<file path="src/rtl/pipe_adder_pkg.sv">
// rtl/pipe_adder_pkg.sv - shared encodings for the pipelined adder/subtractor
package pipe_adder_pkg;

    typedef enum logic [1:0] {
        MODE_ADD  = 2'b00,
        MODE_ADDC = 2'b01,
        MODE_SUB  = 2'b10,
        MODE_SBB  = 2'b11
    } mode_e;

    // Status-register packing order: bit3=C, bit2=V, bit1=Z, bit0=N.
    typedef struct packed {
        logic c;
        logic v;
        logic z;
        logic n;
    } flags_t;

endpackage

</file>
<file path="src/rtl/pipe_adder_stage.sv">
// rtl/pipe_adder_stage.sv - one chunk-wide add slice with its pipeline register
module pipe_adder_stage #(
    parameter int WIDTH = 16,
    parameter int CHUNK = 4,
    parameter int IDX   = 0
) (
    input  logic             i_clk,
    input  logic             i_rst_n,
    input  logic             i_en,
    input  logic             i_valid,
    input  logic             i_cin,
    input  logic [WIDTH-1:0] i_res,
    input  logic [WIDTH-1:0] i_a,
    input  logic [WIDTH-1:0] i_b,
    output logic [WIDTH-1:0] o_res_nxt,
    output logic             o_cout_nxt,
    output logic             o_valid,
    output logic             o_cout,
    output logic [WIDTH-1:0] o_res,
    output logic [WIDTH-1:0] o_a,
    output logic [WIDTH-1:0] o_b
);

    localparam int LO = IDX * CHUNK;

    logic [CHUNK:0]   w_sum;
    logic             r_valid;
    logic             r_cout;
    logic [WIDTH-1:0] r_res;
    logic [WIDTH-1:0] r_a;
    logic [WIDTH-1:0] r_b;

    assign w_sum = {1'b0, i_a[LO +: CHUNK]} + {1'b0, i_b[LO +: CHUNK]}
                 + {{CHUNK{1'b0}}, i_cin};

    // Lower chunks come from earlier stages; only this stage's chunk is replaced.
    always_comb begin
        o_res_nxt = i_res;
        o_res_nxt[LO +: CHUNK] = w_sum[CHUNK-1:0];
    end

    assign o_cout_nxt = w_sum[CHUNK];

    always_ff @(posedge i_clk or negedge i_rst_n) begin
        if (!i_rst_n) begin
            r_valid <= 1'b0;
            r_cout  <= 1'b0;
            r_res   <= '0;
            r_a     <= '0;
            r_b     <= '0;
        end else if (i_en) begin
            r_valid <= i_valid;
            r_cout  <= w_sum[CHUNK];
            r_res   <= o_res_nxt;
            r_a     <= i_a;
            r_b     <= i_b;
        end
    end

    assign o_valid = r_valid;
    assign o_cout  = r_cout;
    assign o_res   = r_res;
    assign o_a     = r_a;
    assign o_b     = r_b;

endmodule

</file>
<file path="src/rtl/pipe_adder.sv">
// rtl/pipe_adder.sv - pipelined two's-complement adder/subtractor with valid/ready handshake
module pipe_adder
    import pipe_adder_pkg::*;
#(
    parameter int WIDTH  = 16,
    parameter int STAGES = 4
) (
    input  logic             i_clk,
    input  logic             i_rst_n,
    input  logic [WIDTH-1:0] i_a,
    input  logic [WIDTH-1:0] i_b,
    input  logic             i_ci,
    input  logic [1:0]       i_mode,
    input  logic             i_in_valid,
    output logic             o_in_ready,
    output logic [WIDTH-1:0] o_y,
    output logic             o_c,
    output logic             o_v,
    output logic             o_z,
    output logic             o_n,
    output logic             o_out_valid,
    input  logic             i_out_ready
);

    localparam int CHUNK = WIDTH / STAGES;

    logic             w_stall;
    logic             w_en;
    logic [WIDTH-1:0] w_beff;
    logic             w_cin;

    // Index k feeds stage k; index k+1 is stage k's registered output.
    logic             w_valid   [STAGES+1];
    logic             w_carry   [STAGES+1];
    logic [WIDTH-1:0] w_res     [STAGES+1];
    logic [WIDTH-1:0] w_a       [STAGES+1];
    logic [WIDTH-1:0] w_b       [STAGES+1];
    logic [WIDTH-1:0] w_res_nxt [STAGES];
    logic             w_cout_nxt[STAGES];

    logic [WIDTH-1:0] w_y_nxt;
    logic             w_a_msb;
    logic             w_b_msb;
    flags_t           w_flags_nxt;
    flags_t           r_flags;

    assign w_stall    = o_out_valid & ~i_out_ready;
    assign w_en       = ~w_stall;
    assign o_in_ready = ~w_stall;

    always_comb begin
        w_beff = i_b;
        w_cin  = 1'b0;
        unique case (mode_e'(i_mode))
            MODE_ADD:  w_cin = 1'b0;
            MODE_ADDC: w_cin = i_ci;
            MODE_SUB: begin
                w_beff = ~i_b;
                w_cin  = 1'b1;
            end
            MODE_SBB: begin
                w_beff = ~i_b;
                w_cin  = i_ci;
            end
        endcase
    end

    assign w_valid[0] = i_in_valid;
    assign w_carry[0] = w_cin;
    assign w_res[0]   = '0;
    assign w_a[0]     = i_a;
    assign w_b[0]     = w_beff;

    for (genvar k = 0; k < STAGES; k++) begin : g_stage
        pipe_adder_stage #(
            .WIDTH(WIDTH),
            .CHUNK(CHUNK),
            .IDX  (k)
        ) u_stage (
            .i_clk     (i_clk),
            .i_rst_n   (i_rst_n),
            .i_en      (w_en),
            .i_valid   (w_valid[k]),
            .i_cin     (w_carry[k]),
            .i_res     (w_res[k]),
            .i_a       (w_a[k]),
            .i_b       (w_b[k]),
            .o_res_nxt (w_res_nxt[k]),
            .o_cout_nxt(w_cout_nxt[k]),
            .o_valid   (w_valid[k+1]),
            .o_cout    (w_carry[k+1]),
            .o_res     (w_res[k+1]),
            .o_a       (w_a[k+1]),
            .o_b       (w_b[k+1])
        );
    end

    // Flags come from the last stage's combinational sum so they register alongside Y.
    assign w_y_nxt = w_res_nxt[STAGES-1];
    assign w_a_msb = w_a[STAGES-1][WIDTH-1];
    assign w_b_msb = w_b[STAGES-1][WIDTH-1];

    always_comb begin
        w_flags_nxt   = '0;
        w_flags_nxt.c = w_cout_nxt[STAGES-1];
        w_flags_nxt.v = (w_a_msb == w_b_msb) && (w_y_nxt[WIDTH-1] != w_a_msb);
        w_flags_nxt.z = (w_y_nxt == '0);
        w_flags_nxt.n = w_y_nxt[WIDTH-1];
    end

    always_ff @(posedge i_clk or negedge i_rst_n) begin
        if (!i_rst_n) begin
            r_flags <= '0;
        end else if (w_en) begin
            r_flags <= w_flags_nxt;
        end
    end

    assign o_y         = w_res[STAGES];
    assign o_out_valid = w_valid[STAGES];
    assign o_c         = r_flags.c;
    assign o_v         = r_flags.v;
    assign o_z         = r_flags.z;
    assign o_n         = r_flags.n;

endmodule

</file>
<file path="config.mk">
export PLATFORM = sky130hd
export DESIGN_NAME = pipe_adder
export DESIGN_NICKNAME = d
export VERILOG_FILES = /design/src/rtl/pipe_adder_pkg.sv /design/src/rtl/pipe_adder_stage.sv /design/src/rtl/pipe_adder.sv
export SDC_FILE = /design/constraint.sdc
export NUM_CORES = 1
export LEC_CHECK = 0
export ABC_CLOCK_PERIOD_IN_PS = 5100
export CELL_PAD_IN_SITES_DETAIL_PLACEMENT = 0
export CELL_PAD_IN_SITES_GLOBAL_PLACEMENT = 1
export CORE_ASPECT_RATIO = 1.1
export CORE_MARGIN = 1
export CORE_UTILIZATION = 25
export DETAILED_ROUTE_END_ITERATION = 10
export PLACE_DENSITY = 0.5
export SYNTH_ARGS = -nofsm -noshare
export SYNTH_HDL_FRONTEND = slang
export SYNTH_HIERARCHICAL = 1
export SYNTH_SLANG_ARGS = --single-unit
export TNS_END_PERCENT = 20
</file>
<file path="constraint.sdc">
create_clock -name i_clk -period 5.1 [get_ports i_clk]
set_input_delay 0.765 -clock i_clk [delete_from_list [all_inputs] [get_ports i_clk]]
set_output_delay 0.765 -clock i_clk [all_outputs]
set_load 0.05 [all_outputs]
</file>
==> flow_summary.json, run 1 <==
{
  "crit_required_ns": 4.34,
  "grt_usage": 0.0961,
  "die_width_um": 134,
  "most-common-layout-cells": "99 x dfrtp_1, 85 x mux2_2, 59 x clkdlybuf4s50_1",
  "pre_cts_ws_ns": 1.56,
  "antenna_found_initial": 0,
  "cts.sinks": 99,
  "portBuffers": 60,
  "status": "completed",
  "hold_viol_final": 0,
  "critical_path_class": "in -> out",
  "drive_gt1_frac": 0.294,
  "grt_pass1_wl_um": 14600,
  "postRouteWirelength_um": 8430,
  "hp-class": "reg -> reg",
  "worst-path-max-fanout": 27,
  "viasPerCell": 4.01,
  "clk_pin_slew_ns": 0.07,
  "peakVddDrop_mv": 0.286,
  "slew_headroom": 0.296,
  "final_common_cell": "dfrtp_1",
  "dr.pass1.iters": 4,
  "start_util": 0.257,
  "worst_slew_pin_slew_ns": 1.05,
  "htreeDepth": 3,
  "die-area_um2": 19600,
  "maxCapViolations": 0,
  "numCtsBuffers": 9,
  "wire_per_inst_um": 13.2,
  "grt.overflow.total": 0,
  "drc": 0,
  "num-fill-cells": 1917,
  "cts_tree": "yes",
  "core_area_um2": 18500,
  "fmax_ghz": 0.285,
  "finalSetupViolations": 0,
  "tns_ns": 0,
  "grt_pass1_vias": 2732,
  "p_per_area_nw_per_um2": 639,
  "io_pins": 61,
  "cts_resized": 0,
  "syn-num-nets": 408,
  "hpwlAfterDp_um": 5960,
  "post_cts_buffers": 0,
  "reg2regPathDepth": 5,
  "timing.final.crit_share": 0.687,
  "fp.dieH_um": 147,
  "nets": 448,
  "layout_setup_ws_ns": 1.60,
  "row_count": 52,
  "area_delta_synth_final_pct": 18.5,
  "grt_max_degree": 72,
  "syn_area_um2": 4760,
  "fin_hold_ws_ns": 0.483,
  "final_max_slew_viol_count": 0,
  "vias": 2553,
  "gp_congestion": 0.688,
  "p_leak_nw": 2.42,
  "r2r_setup_slack_ns": 2.70,
  "drt_iter0_markers": 80,
  "postSynthAreaPerCell_um2": 13.6,
  "ant_nets": 0,
  "ctsRootBufferMaster": "clkbuf_16",
  "cp-start-kind": "primary input",
  "min_period_ns": 3.50,
  "yosysWarnings": 6,
  "cp.arrival_ns": 2.74,
  "clock_skew_ns": 0.00667,
  "endpoint_kind": "primary output",
  "cts_buffer_depth": 2,
  "clk-insertion-delay-late_ns": 0.35,
  "rsz0062_at_grt": "no",
  "hold_buffers": 0,
  "synthesis.instances": 349,
  "min_delay_path_depth": 2,
  "antenna_cells": 0
}
==> report_power, final <==
| group | internal, mW | switching [mW] | total [mW] |
|---|---|---|---|
| clock | 0.389 | 0.318 | 0.707 |
| combinational | 0.741 | 0.792 | 1.53 |
| sequential | 1.13 | 0.227 | 1.36 |
==> worst max-delay path: stages <==
cell and delay [ns]:
clkdlybuf4s50_1 0.40, and2b_1 0.31, clkinv_2 0.41, clkdlybuf4s50_1 0.84
==> state kept, by name, summed over array words and instances, names as in the netlist <==
register / cells
o_v: 1
g_stage.u_stage/o_a: 24
g_stage.u_stage/o_valid: 4
o_n: 1
g_stage.u_stage/o_cout: 3
g_stage.u_stage/o_b: 24
o_z: 1
o_c: 1
g_stage.u_stage/o_res: 40
==> through the flow <==
| stage | cell area, µm² | std cells | total power, mW | utilization |
|---|---|---|---|---|
| floorplan | 4760 | 349 | 2.63 | - |
| global placement | 5330 | 621 | 2.92 | 0.287 |
| detailed placement | 5330 | 621 | 2.95 | 0.287 |
| CTS | 5640 | 637 | 3.67 | 0.304 |
| global route | 5640 | 637 | 3.87 | 0.304 |
| finish | 5640 | 637 | 3.60 | 0.304 |
==> routing by layer <==
layer,part of all wire,vias up,track usage
met1,0.49,1257,0.129
met5,0,-,0
li1,-,1241,-
met4,0.019,0,0.0409
met3,0.032,12,0.0224
met2,0.46,43,0.147
==> layout make-up <==
type,count,area [µm²],area share
clock buffer,9,225,0.0399
multi-input combinational,188,1830,0.324
sequential,99,2480,0.439
timing repair buffer,62,613,0.109
clock inverter,7,82.6,0.0146
tap,243,304,0.0539
inverter,29,110,0.0195
==> path summary, 6_finish.rpt <==
path                                       startpoint                      endpoint
max                                       i_out_ready                    o_in_ready
min                                               o_n                           o_n
max reg2reg                g_stage[3].u_stage/o_valid  g_stage[3].u_stage/o_res[13]
min reg2reg                                       o_n                           o_n
max in group asynchronous                     i_rst_n  g_stage[2].u_stage/o_res[11]
min in group asynchronous                     i_rst_n  g_stage[3].u_stage/o_res[11]
Power figures use the tool's default switching activity.
==> inputs of run 2 (changes only) <==
- ABC_CLOCK_PERIOD_IN_PS: 5100 -> 3050
- PLACE_DENSITY: 0.5 -> 0.51
- clock period: 5.1 -> 3.05 ns (I/O delays scaled with it)
==> run 2 against run 1 <==
Against the previous run: design area increased by 0.75%; wire length decreased by 2.2%; clock skew increased by 0.0012 ns; critical path depth increased by 3; sequential share of layout area decreased by 0.33 points; count of clock-buffer cells in the layout increased by 3; final cell count increased by 0.16%; highest routed layer unchanged; sequential cell count unchanged; non-clock buffer count increased by 1.
==> flow_summary.json, run 2 (synthesis results as in run 1) <==
{
  "grt.overflow.total": 0,
  "swShare": 0.359,
  "fp.dieH_um": 147,
  "critical-path-max-stage-delay_ns": 0.64,
  "htreeDepth": 3,
  "die-area_um2": 19600,
  "final_max_slew_viol_count": 0,
  "post_cts_buffers": 0,
  "maxCapViolations": 0,
  "numCtsBuffers": 9,
  "combPwrFrac": 0.426,
  "antenna_found_initial": 0,
  "cts_buffer_depth": 2,
  "viasPerCell": 4.06,
  "vias": 2591,
  "largest_reg_flops": 40,
  "hpwlAfterDp_um": 5870,
  "finalSetupViolations": 0,
  "clk_pin_slew_ns": 0.06,
  "peakVddDrop_mv": 0.688,
  "clock_skew_ns": 0.00792,
  "critPathMostFrequentCell": "fa_1",
  "pwr-share-seq": 0.373,
  "cts_tree": "yes",
  "nets": 449,
  "power_switching_mw": 2.18,
  "postRouteWirelength_um": 8240,
  "fmax_ghz": 0.459,
  "grt_usage": 0.0931,
  "drive_gt1_frac": 0.294,
  "worstPathCellList": "clkdlybuf4s50_1 -> xor2_1 -> fa_1 -> inv_1 -> fa_1 -> xnor2_1 -> mux2_2",
  "p_per_area_nw_per_um2": 1070,
  "drc": 0,
  "antenna_cells": 0,
  "r2r_setup_slack_ns": 1.14,
  "status": "completed",
  "dr.pass1.iters": 4,
  "crit_required_ns": 3.28,
  "p_leak_nw": 2.44,
  "pre_cts_ws_ns": 0.499,
  "cp-start-kind": "primary input",
  "slew_headroom": 0.595,
  "rsz0062_at_grt": "no",
  "endpoint_kind": "flop",
  "core_area_um2": 18500,
  "worst-path-max-fanout": 6,
  "area_delta_synth_final_pct": 19.3,
  "ctsRootBufferMaster": "clkbuf_16",
  "critical_path_class": "in -> reg",
  "layout_setup_ws_ns": 0.869,
  "grt_pass1_vias": 2653,
  "tns_ns": 0,
  "r2r-end": "o_v",
  "cts.sinks": 99,
  "ant_nets": 0,
  "grt_pass1_wl_um": 14100,
  "start_util": 0.257,
  "intPower_mw": 3.90,
  "hold_viol_final": 0,
  "clock_power_share": 0.200,
  "final_common_cell": "dfrtp_1",
  "io_pins": 61,
  "cts_resized": 0,
  "drt_iter0_markers": 83,
  "r2r-start": "g_stage[2].u_stage/o_a[12]",
  "gp_congestion": 0.686,
  "timing.final.crit_share": 0.715,
  "clk-insertion-delay-late_ns": 0.35,
  "row_count": 52,
  "cp.arrival_ns": 2.41,
  "hold_buffers": 0,
  "min_period_ns": 2.18,
  "grt_max_degree": 97,
  "most-common-layout-cells": "99 x dfrtp_1, 85 x mux2_2, 58 x clkdlybuf4s50_1",
  "reg2regPathDepth": 7,
  "hp-class": "in -> async",
  "wire_per_inst_um": 12.9,
  "worst_slew_pin_slew_ns": 0.608,
  "crit_slowest_cell": "clkdlybuf4s50_1",
  "portBuffers": 60,
  "die_width_um": 134
}
==> run 2: changes by cell type in the layout (fill, tap and decap cells not counted) <==
cell,delta
clkbuf_1,+2
inv_6,-4
bufinv_16,+1
clkinv_4,-1
clkbuf_8,+1
clkinv_2,+1
buf_12,+2
clkdlybuf4s50_1,-1
==> run 2: per-stage QoR <==
step | total power [mW] | utilization | hold WS (ns) | cells | cell area [µm²]
final | 6.07 | 0.306 | 0.117 | 638 | 5680
after global routing | 6.55 | 0.306 | 0.161 | 638 | 5680
after CTS | 6.21 | 0.306 | 0.137 | 638 | 5680
after detailed placement | 4.96 | 0.289 | 0.461 | 622 | 5360
after global placement | 4.89 | 0.289 | 0.464 | 622 | 5360
after floorplan | 4.40 | - | 0.162 | 349 | 4760
==> run 2: cell type report <==
| class | count | area [µm²] |
|---|---|---|
| fill | 1892 | 12900 |
| sequential | 99 | 2480 |
| multi-input combinational | 188 | 1830 |
| timing repair buffer | 63 | 643 |
| tap | 243 | 304 |
| clock buffer | 12 | 246 |
| inverter | 29 | 110 |
| clock inverter | 4 | 73.8 |
==> run 2: power by group through the flow <==
stage / Sequential, mW / Combinational [mW] / Clock (mW)
floorplan: 2.64 / 1.76 / 0
global placement: 2.30 / 2.59 / 0
detailed placement: 2.32 / 2.64 / 0
CTS: 2.29 / 2.65 / 1.27
global route: 2.37 / 2.85 / 1.33
finish: 2.27 / 2.59 / 1.22
==> run 2: per-layer routing <==
metal | track usage | vias to the layer above | wire, µm
li1 | - | 1250 | -
met1 | 0.129 | 1287 | 4100
met2 | 0.135 | 43 | 3720
met3 | 0.0238 | 11 | 261
met4 | 0.0443 | 0 | 169
met5 | 0 | - | 0
==> run 2: critical path, delay by kind of cell <==
kind       cells  cell delay, ns
mux            1            0.25
xor+xnor       2            0.37
fa+ha+maj      2            0.62
buf+inv        2            0.70
==> run 2: worst max path at each step <==
stage / start / endpoint / slack, ns / cells past startpoint
final: i_mode[1] / g_stage[0].u_stage/o_res[2] / 0.87 / 7
after CTS: i_mode[1] / g_stage[0].u_stage/o_res[2] / 0.87 / 7
after detailed placement: i_mode[1] / g_stage[0].u_stage/o_res[2] / 0.50 / 7
after global placement: i_mode[1] / g_stage[0].u_stage/o_res[2] / 0.56 / 7
after floorplan: g_stage[3].u_stage/o_valid / g_stage[0].u_stage/o_a[10] / 0.93 / 5
after global routing: i_mode[1] / g_stage[0].u_stage/o_res[2] / 0.80 / 7
==> inputs of run 3 (changes only) <==
- ABC_CLOCK_PERIOD_IN_PS: 3050 -> 1970
- clock period: 3.05 -> 1.97 ns (I/O delays scaled with it)
==> run 3 against run 2 <==
Against the previous run: wire length increased by 2.3%; clock skew is 0.0011 ns higher; sequential share of layout area decreased by 0.66 points; sequential power rose by 55%.
==> flow_summary.json, run 3 (synthesis results as in run 1) <==
{
  "worst-path-max-fanout": 2,
  "gp_congestion": 0.685,
  "fp.dieH_um": 147,
  "multiInputGateArea_um2": 1830,
  "postRouteWirelength_um": 8430,
  "cts.sinks": 99,
  "grt_usage": 0.0974,
  "p_per_area_nw_per_um2": 1630,
  "vias": 2579,
  "min_period_ns": 1.89,
  "cts_buffer_depth": 2,
  "finalSetupViolations": 0,
  "htreeDepth": 3,
  "p_leak_nw": 2.48,
  "hold_viol_final": 0,
  "swShare": 0.364,
  "cp.arrival_ns": 2.11,
  "final_max_slew_viol_count": 0,
  "antenna_found_initial": 0,
  "final_common_cell": "dfrtp_1",
  "most-common-layout-cells": "98 x dfrtp_1, 85 x mux2_2, 58 x clkdlybuf4s50_1",
  "grt_pass1_wl_um": 14700,
  "hpwlAfterDp_um": 6250,
  "portBuffers": 60,
  "power_switching_mw": 3.43,
  "dr.pass1.iters": 4,
  "critical_path_class": "in -> reg",
  "die-area_um2": 19600,
  "worst_slew_pin_slew_ns": 0.511,
  "clock_power_share": 0.189,
  "crit_required_ns": 2.19,
  "grt.overflow.total": 0,
  "row_count": 52,
  "clk_pin_slew_ns": 0.07,
  "ctsRootBufferMaster": "clkbuf_16",
  "start_util": 0.257,
  "clock_skew_ns": 0.00904,
  "viasPerCell": 4.00,
  "rsz0062_at_grt": "yes",
  "timing.final.crit_share": 0.959,
  "drive_gt1_frac": 0.311,
  "intPower_mw": 5.98,
  "pwr-share-seq": 0.374,
  "stdcell_area_um2": 5770,
  "regArea_um2": 2480,
  "largest_reg_flops": 40,
  "io_pins": 61,
  "hp-class": "in -> async",
  "fmax_ghz": 0.530,
  "clk-insertion-delay-late_ns": 0.35,
  "status": "completed",
  "drt_iter0_markers": 67,
  "cts_tree": "yes",
  "ant_nets": 0,
  "nets": 456,
  "grt_pass1_vias": 2765,
  "grt_max_degree": 39,
  "die_width_um": 134,
  "drc": 0,
  "wire_per_inst_um": 13.1,
  "tns_ns": 0,
  "place_area_um2": 5460,
  "slew_headroom": 0.658,
  "cp-start-kind": "primary input",
  "numCtsBuffers": 9,
  "endpoint_kind": "flop",
  "antenna_cells": 0,
  "combPwrFrac": 0.437,
  "r2r_setup_slack_ns": 0.13,
  "area_delta_synth_final_pct": 21.2,
  "core_area_um2": 18500,
  "maxCapViolations": 0,
  "num-fill-cells": 1859,
  "peakVddDrop_mv": 0.565
}
==> run 3: changes by cell type in the layout (fill, tap and decap cells not counted), sizes merged <==
| cell | before | now |
|---|---|---|
| clkinvlp | 0 | 2 |
| buf | 5 | 11 |
| clkinv | 3 | 2 |
| bufinv | 2 | 1 |
| dlygate4sd3 | 0 | 1 |
==> run 3: what timing repair did <==
action                                 in CTS  in global routing
endpoints found under the hold margin      33                  0
buffers inserted                            0                  0
resized for setup                           0                  1
hold buffers                                1                  0
setup endpoints to repair                   0                  3
==> run 3: area by class of cell <==
cell class	count	area share
inverters	29	0.0195
well taps	243	0.0527
multi-input cells	188	0.317
flip-flops and latches	99	0.430
clock buffers	12	0.0427
clock inverters	4	0.00889
repair buffers	70	0.130
==> run 3: per-layer routing <==
metal / routed length (µm) / track usage / part of all wire / vias to the layer above
met3: 255 / 0.0190 / 0.030 / 14
met4: 224 / 0.0563 / 0.027 / 0
li1: - / - / - / 1251
met1: 4240 / 0.137 / 0.50 / 1271
met2: 3710 / 0.139 / 0.44 / 43
met5: 0 / 0 / 0 / -
==> run 3: through the flow <==
step                       util  setup WS (ns)  std cells  total power [mW]  hold WS [ns]
after floorplan               -         0.0366        349              6.82    -0.0000911
after global placement    0.294         -0.248        628              7.68         0.320
after detailed placement  0.294         -0.277        628              7.76         0.308
after CTS                 0.311         0.0412        645              9.60         0.478
after global routing      0.311        -0.0249        645              10.1         0.497
final                     0.311         0.0816        645              9.41         0.457
==> run 3: power groups by stage <==
stage,Clock [mW],Sequential [mW],Combinational [mW]
after CTS,1.86,3.55,4.19
after detailed placement,0,3.59,4.18
final,1.77,3.52,4.11
after global placement,0,3.57,4.11
after global routing,1.92,3.66,4.52
after floorplan,0,4.09,2.73
==> run 3: final timing paths <==
path	startpoint	to	depth (start not counted)
worst max-delay path	i_mode[0]	g_stage[0].u_stage/o_cout	8
worst min register to register	g_stage[1].u_stage/o_res[7]	g_stage[1].u_stage/o_res[7]	2
worst max register to register	g_stage[2].u_stage/o_a[12]	o_v	7
min in group i_clk	g_stage[1].u_stage/o_res[7]	g_stage[1].u_stage/o_res[7]	2
max in group asynchronous	i_rst_n	g_stage[0].u_stage/o_res[1]	3
worst min-delay path	i_rst_n	g_stage[3].u_stage/o_res[11]	2
==> run 3: critical path: stages <==
cell	delay [ns]
clkdlybuf4s50_1	0.46
mux2_2	0.34
fa_1	0.39
inv_1	0.09
fa_1	0.20
nor2b_1	0.05
o21ai_0	0.17
a31oi_1	0.11
